--- src/rtl/gateway_rx_pkg.sv ---
// Shared types and helpers for the gateway event-link receiver.
package gateway_rx_pkg;

    localparam int FLAG_W       = 3;
    localparam int FRAME_DATA_W = 4;

    typedef enum logic [2:0] {
        IDLE,
        START,
        DATA,
        PARITY,
        STOP
    } rx_state_e;

    function automatic logic majority(input logic [FLAG_W-1:0] f);
        return (f[0] & f[1]) | (f[0] & f[2]) | (f[1] & f[2]);
    endfunction

    function automatic logic [3:0] sat_inc4(input logic [3:0] v);
        return (v == 4'hF) ? v : v + 4'd1;
    endfunction

endpackage

--- src/rtl/gateway_event_receiver_rx_bit_sampler.sv ---
// Rx synchronizer and bit-period timer; strobes mid-bit once enabled.
module rx_bit_sampler #(
    parameter int CLKS_PER_BIT = 16
) (
    input  logic clk_i,
    input  logic rst_i,
    input  logic rx_i,
    input  logic en_i,
    output logic strobe_o,
    output logic bit_o
);
    localparam int CNT_W = $clog2(CLKS_PER_BIT);
    localparam logic [CNT_W-1:0] HALF_M1 = CNT_W'(CLKS_PER_BIT / 2 - 1);
    localparam logic [CNT_W-1:0] FULL_M1 = CNT_W'(CLKS_PER_BIT - 1);

    logic [1:0]       sync_q;
    logic [CNT_W-1:0] cnt_q;

    always_ff @(posedge clk_i or posedge rst_i) begin
        if (rst_i) begin
            sync_q <= 2'b11;
            cnt_q  <= '0;
        end else begin
            sync_q <= {sync_q[0], rx_i};
            // Disabled timer preloads half a bit so the first strobe lands mid start bit.
            if (!en_i)
                cnt_q <= HALF_M1;
            else if (cnt_q == '0)
                cnt_q <= FULL_M1;
            else
                cnt_q <= cnt_q - 1'b1;
        end
    end

    assign strobe_o = en_i && (cnt_q == '0);
    assign bit_o    = sync_q[1];

endmodule

--- src/rtl/gateway_event_receiver.sv ---
// Event-link frame receiver with alarm confirmation.
// Define GATEWAY_RX_PARITY_EN to receive and check the even-parity bit.
module gateway_event_receiver
    import gateway_rx_pkg::*;
#(
    parameter int CLKS_PER_BIT  = 16,
    parameter int EVENT_CONFIRM = 2,
    parameter int CLEAR_FRAMES  = 3
) (
    input  logic              Clk,
    input  logic              Reset,
    input  logic              Rx,
    output logic [FLAG_W-1:0] Flag_Out,
    output logic              Event_Out,
    output logic              Frame_Valid,
    output logic              Frame_Error,
    output logic              Alarm,
    output logic [7:0]        Event_Count
);
    rx_state_e               state_q;
    logic [1:0]              bit_cnt_q;
    logic [FRAME_DATA_W-1:0] data_q;
    logic                    wait_high_q;
    logic [FLAG_W-1:0]       flag_q;
    logic                    event_q, valid_q, error_q, alarm_q;
    logic [3:0]              evt_run_q, clr_run_q;
    logic [7:0]              evt_cnt_q;

    logic strobe, rx_bit;
    logic consistent_ok, parity_ok, frame_ok;
    logic [3:0] evt_inc, clr_inc;

    rx_bit_sampler #(.CLKS_PER_BIT(CLKS_PER_BIT)) u_sampler (
        .clk_i    (Clk),
        .rst_i    (Reset),
        .rx_i     (Rx),
        .en_i     (state_q != IDLE),
        .strobe_o (strobe),
        .bit_o    (rx_bit)
    );

`ifdef GATEWAY_RX_PARITY_EN
    logic par_q;
    assign parity_ok = ~^{par_q, data_q};
`else
    assign parity_ok = 1'b1;
`endif

    // data_q = {E, F2, F1, F0} once all data bits are in
    assign consistent_ok = (data_q[3] == majority(data_q[FLAG_W-1:0]));
    assign frame_ok      = parity_ok && consistent_ok;
    assign evt_inc       = sat_inc4(evt_run_q);
    assign clr_inc       = sat_inc4(clr_run_q);

    always_ff @(posedge Clk or posedge Reset) begin
        if (Reset) begin
            state_q     <= IDLE;
            bit_cnt_q   <= '0;
            data_q      <= '0;
            wait_high_q <= 1'b0;
            flag_q      <= '0;
            event_q     <= 1'b0;
            valid_q     <= 1'b0;
            error_q     <= 1'b0;
            alarm_q     <= 1'b0;
            evt_run_q   <= '0;
            clr_run_q   <= '0;
            evt_cnt_q   <= '0;
`ifdef GATEWAY_RX_PARITY_EN
            par_q       <= 1'b0;
`endif
        end else begin
            valid_q <= 1'b0;
            error_q <= 1'b0;
            case (state_q)
                IDLE: begin
                    // After a framing error the line must go high before a new start is trusted.
                    if (wait_high_q) begin
                        if (rx_bit) wait_high_q <= 1'b0;
                    end else if (!rx_bit) begin
                        state_q <= START;
                    end
                end
                START: begin
                    if (strobe) begin
                        if (!rx_bit) begin
                            state_q   <= DATA;
                            bit_cnt_q <= '0;
                        end else begin
                            state_q <= IDLE;
                        end
                    end
                end
                DATA: begin
                    if (strobe) begin
                        data_q    <= {rx_bit, data_q[FRAME_DATA_W-1:1]};
                        bit_cnt_q <= bit_cnt_q + 2'd1;
                        if (bit_cnt_q == 2'd3) begin
`ifdef GATEWAY_RX_PARITY_EN
                            state_q <= PARITY;
`else
                            state_q <= STOP;
`endif
                        end
                    end
                end
`ifdef GATEWAY_RX_PARITY_EN
                PARITY: begin
                    if (strobe) begin
                        par_q   <= rx_bit;
                        state_q <= STOP;
                    end
                end
`endif
                STOP: begin
                    if (strobe) begin
                        state_q <= IDLE;
                        if (!rx_bit) begin
                            error_q     <= 1'b1;
                            wait_high_q <= 1'b1;
                        end else if (!frame_ok) begin
                            error_q <= 1'b1;
                        end else begin
                            valid_q <= 1'b1;
                            flag_q  <= data_q[FLAG_W-1:0];
                            event_q <= data_q[3];
                            if (data_q[3]) begin
                                evt_run_q <= evt_inc;
                                clr_run_q <= '0;
                                if (evt_inc >= 4'(EVENT_CONFIRM)) alarm_q <= 1'b1;
                                if (evt_cnt_q != 8'hFF) evt_cnt_q <= evt_cnt_q + 8'd1;
                            end else begin
                                clr_run_q <= clr_inc;
                                evt_run_q <= '0;
                                if (alarm_q && clr_inc >= 4'(CLEAR_FRAMES)) alarm_q <= 1'b0;
                            end
                        end
                    end
                end
                default: state_q <= IDLE;
            endcase
        end
    end

    assign Flag_Out    = flag_q;
    assign Event_Out   = event_q;
    assign Frame_Valid = valid_q;
    assign Frame_Error = error_q;
    assign Alarm       = alarm_q;
    assign Event_Count = evt_cnt_q;

endmodule

--- config.mk ---
export PLATFORM = sky130hd
export DESIGN_NAME = gateway_event_receiver
export DESIGN_NICKNAME = d
export VERILOG_FILES = /design/src/rtl/gateway_rx_pkg.sv /design/src/rtl/gateway_event_receiver_rx_bit_sampler.sv /design/src/rtl/gateway_event_receiver.sv
export SDC_FILE = /design/constraint.sdc
export NUM_CORES = 1
export LEC_CHECK = 0
export BUFFER_PORTS_ARGS = -buffer_cell sky130_fd_sc_hd__clkbuf_2
export CAP_MARGIN = 20
export CORE_UTILIZATION = 55
export CTS_BUF_LIST = sky130_fd_sc_hd__clkbuf_4
export DETAILED_ROUTE_END_ITERATION = 8
export GPL_TIMING_DRIVEN = 0
export PLACE_DENSITY = 0.78
export SETUP_SLACK_MARGIN = 0.05
export SLEW_MARGIN = 20
export SYNTH_ARGS = -nofsm -noshare
export SYNTH_HDL_FRONTEND = slang
export SYNTH_SLANG_ARGS = --single-unit
--- constraint.sdc ---
create_clock -name Clk -period 1.7 [get_ports Clk]
set_input_delay 0.17 -clock Clk [delete_from_list [all_inputs] [get_ports Clk]]
set_output_delay 0.17 -clock Clk [all_outputs]
set_load 0.02 [all_outputs]
==> flow_metrics.env <==
export IMPL_fin_area_um2=2500
export IMPL_rows=21
export IMPL_hold_path_class="reg -> reg"
export IMPL_hold_viol=0
export IMPL_mostFrequentLayoutCells="dfrtp_1, buf_4, clkbuf_2, a21oi_1, nand3_1"
export IMPL_setup_viol=10
export IMPL_placed_area_um2=2140
export IMPL_worstSkewPairLatency_ns=0.34
export IMPL_rsz0062_at_grt="true"
export IMPL_htreeDepth=2
export IMPL_final_nets=227
export IMPL_ys_types=43
export IMPL_p_leak_nw=1.18
export IMPL_cts_clk_slew_worst_paths_ns=0.11
export IMPL_cts_made_buffers=5
export IMPL_die_h_um=61.3
export IMPL_n_antenna_cell=0
export IMPL_syn2layout_area_growth_pct=29.1
export IMPL_drive_gt1_frac=0.443
export IMPL_drc=0
export IMPL_post_route_period_util=1.06
export IMPL_drv_slew=0
export IMPL_yosysWarnings=0
export IMPL_crit_required_ns=1.94
export IMPL_gr_total_overflow=0
export IMPL_num_fill_cells=238
export IMPL_slew_headroom=0.694
export IMPL_slowest_delay_ns=0.42
export IMPL_antenna_left=0
export IMPL_viasPerCell=5.69
export IMPL_dr_total_vias=1507
export IMPL_yosys_most_used_dff="dfrtp_1"
export IMPL_r2r_cells=6
export IMPL_cts_path_max_buffers=2
export IMPL_cpLargestDelayFamily="simple AND/OR/NAND/NOR gates"
export IMPL_critPathBufInv=1
export IMPL_maxCapViolations=0
export IMPL_layout_commonest_cell="dfrtp_1"
export IMPL_setup_ws_ns=-0.0971
export IMPL_period_minus_slack_ns=1.80
export IMPL_status="finished, violations left"
export IMPL_syn_area_um2=1940
export IMPL_synth_fp_nets=180
export IMPL_worstHoldStart="u_sampler.sync_q[0]"
export IMPL_synth_top_area_frac=0.478
export IMPL_endpoint_kind="flop"
export IMPL_grt_max_degree=21
export IMPL_powerDensity_nw_per_um2=767
export IMPL_top_level_ports=18
export IMPL_ys_seq_area_frac=0.505
export IMPL_critPathKind="reg -> reg"
export IMPL_antenna_found_initial=0
export IMPL_chipWidth_um=61.3
export IMPL_synth_edf_count=0
export IMPL_crit_cells=6
export IMPL_core_area_um2=3360
export IMPL_vdd_drop_max_mv=0.710
export IMPL_failed_checks="setup timing"
export IMPL_synth_top_area_cell="dfrtp_1"
export IMPL_start_kind="flop"
export IMPL_synth_cells=171
export IMPL_first_pass_iters=4
export IMPL_wl_um=4080
export IMPL_critPathLaunch="u_sampler.cnt_q[1]"
export IMPL_grt_pass1_vias=1388
export IMPL_numPortBuffers=17
export IMPL_grt_pass1_wl_um=6250
export IMPL_cts_root_buf="clkbuf_4"
export IMPL_dieArea_um2=3760
export IMPL_cts_sinks=39
export IMPL_async_flop_share=1.00
export IMPL_groute_usage_overall=0.231
export IMPL_avgSynthCellArea_um2=11.3
export IMPL_critPathSlowestCell="or3b_4"
export IMPL_min_path_cells=0
export IMPL_ys_ff_latch=39
export IMPL_routedWlPerCell_um=15.4
export IMPL_crit_chain="inv_2, ha_4, or3b_4, nor4b_4, nand3_1, a32o_2"
export IMPL_fmax_ghz=0.556
export IMPL_tightest_slew_ns=0.458
export IMPL_initial_core_util=0.576
export IMPL_holdWs_ns=0.362
export IMPL_critPathMaxFanout=4
export IMPL_cts_tree="built"
export IMPL_gp_congestion=0.789
export IMPL_r2r_start="u_sampler.cnt_q[1]"
export IMPL_synth_area_leaders="dfrtp_1, a21oi_1, ha_1"
export IMPL_cp_arrival_ns=2.04
export IMPL_hpwlAfterDp_um=2500
export IMPL_drt_iter0_drc=83
export IMPL_skew_ns=0.0124
## worst reg2reg max path, delay by kind of cell, from the launching register on
family                   cells  cell delay [ns]
AO/OA/AOI/OAI                1             0.25
AND/OR/NAND/NOR              3             0.84
adder cells (fa/ha/maj)      1             0.14
buffers and inverters        1             0.09
flip-flops                   1             0.40
## layout make-up
cell class,instances,area (um^2),share of cell area
buffer,6,43.8,0.0175
inverter,6,22.5,0.00901
timing repair buffer,40,299,0.120
tap,46,57.6,0.0230
sequential,39,980,0.392
multi-input combinational,120,1040,0.416
clock buffer,7,52.6,0.0210
clock inverter,1,5.00,0.00200
## stage by stage
step,util,power (mW),setup WS [ns],setup TNS [ns],std cells
finish,0.743,1.92,-0.0971,-0.431,265
floorplan,-,1.31,-0.00673,-0.00673,171
global route,0.743,2.01,-0.158,-1.55,265
detailed placement,0.637,1.38,-0.223,-2.27,235
CTS,0.725,1.92,-0.0545,-0.198,261
global placement,0.628,1.35,-0.145,-1.11,234
## sequential cells by signal, summed over array words and instances (netlist names), 2 cells and up
name	cells
u_sampler.cnt_q	4
bit_cnt_q	2
clr_run_q	4
evt_run_q	4
Event_Count	8
state_q	3
data_q	4
Flag_Out	3
u_sampler.sync_q	2
## report_power, final
group | internal [mW] | switching, mW | total [mW] | leakage, nW
clock | 0.193 | 0.282 | 0.475 | 0.0361
combinational | 0.198 | 0.191 | 0.389 | 0.625
sequential | 0.988 | 0.0639 | 1.05 | 0.523
total | 1.38 | 0.537 | 1.92 | 1.18
## synthesized netlist by cell type, types with 2 or more instances
cell,n
dfrtp_1,37
a21oi_1,19
nand2_1,11
nand3_1,11
ha_1,6
inv_1,6
nor2_1,6
xor2_1,6
mux2_2,5
o21ai_0,5
a31oi_1,4
and3_1,4
nand3b_1,4
nor3_1,4
and4_1,3
buf_2,3
mux2_4,3
a32o_1,2
dfstp_2,2
nand2b_1,2
nor4_1,2
nor4b_4,2
o21ai_1,2
or3_2,2
xnor2_1,2
## per-layer routing
layer | GRT usage | vias to the layer above | routed length, um
met5 | 0 | - | 0
met4 | 0.0952 | 0 | 46
met3 | 0.0567 | 6 | 112
met2 | 0.404 | 31 | 2150
met1 | 0.272 | 752 | 1770
li1 | - | 718 | -
## final timing paths
kind | end | slack (ns)
hold reg to reg | u_sampler.sync_q[1] | 0.36
hold / removal | u_sampler.sync_q[1] | 0.36
setup reg to reg | evt_run_q[1] | -0.1
setup / recovery | evt_run_q[1] | -0.1
max in group asynchronous | Event_Count[0] | 0.86
min in group asynchronous | state_q[0] | 0.37
## logic make-up (layout without fill, tap and decap cells)
logic type | count (synthesis) | in the layout | synth area share
and+or+nand+nor | 62 | 62 | 0.224
DFF | 39 | 39 | 0.505
AOI/OAI and AO/OA | 34 | 34 | 0.0988
buffers and inverters | 12 | 60 | 0.0297
xor gates and xnor gates | 9 | 9 | 0.0446
muxes | 8 | 8 | 0.0523
adders and majority gates | 7 | 7 | 0.0459
## what timing repair did
action / in CTS / in global routing
resized for setup: 18 / 10
endpoints found under the setup margin: 23 / 28
hold buffers: 2 / 0
setup buffers: 16 / 4
hold endpoints to repair: 18 / 0
pin swaps: 12 / 7
(Power assumes the default switching activity.)
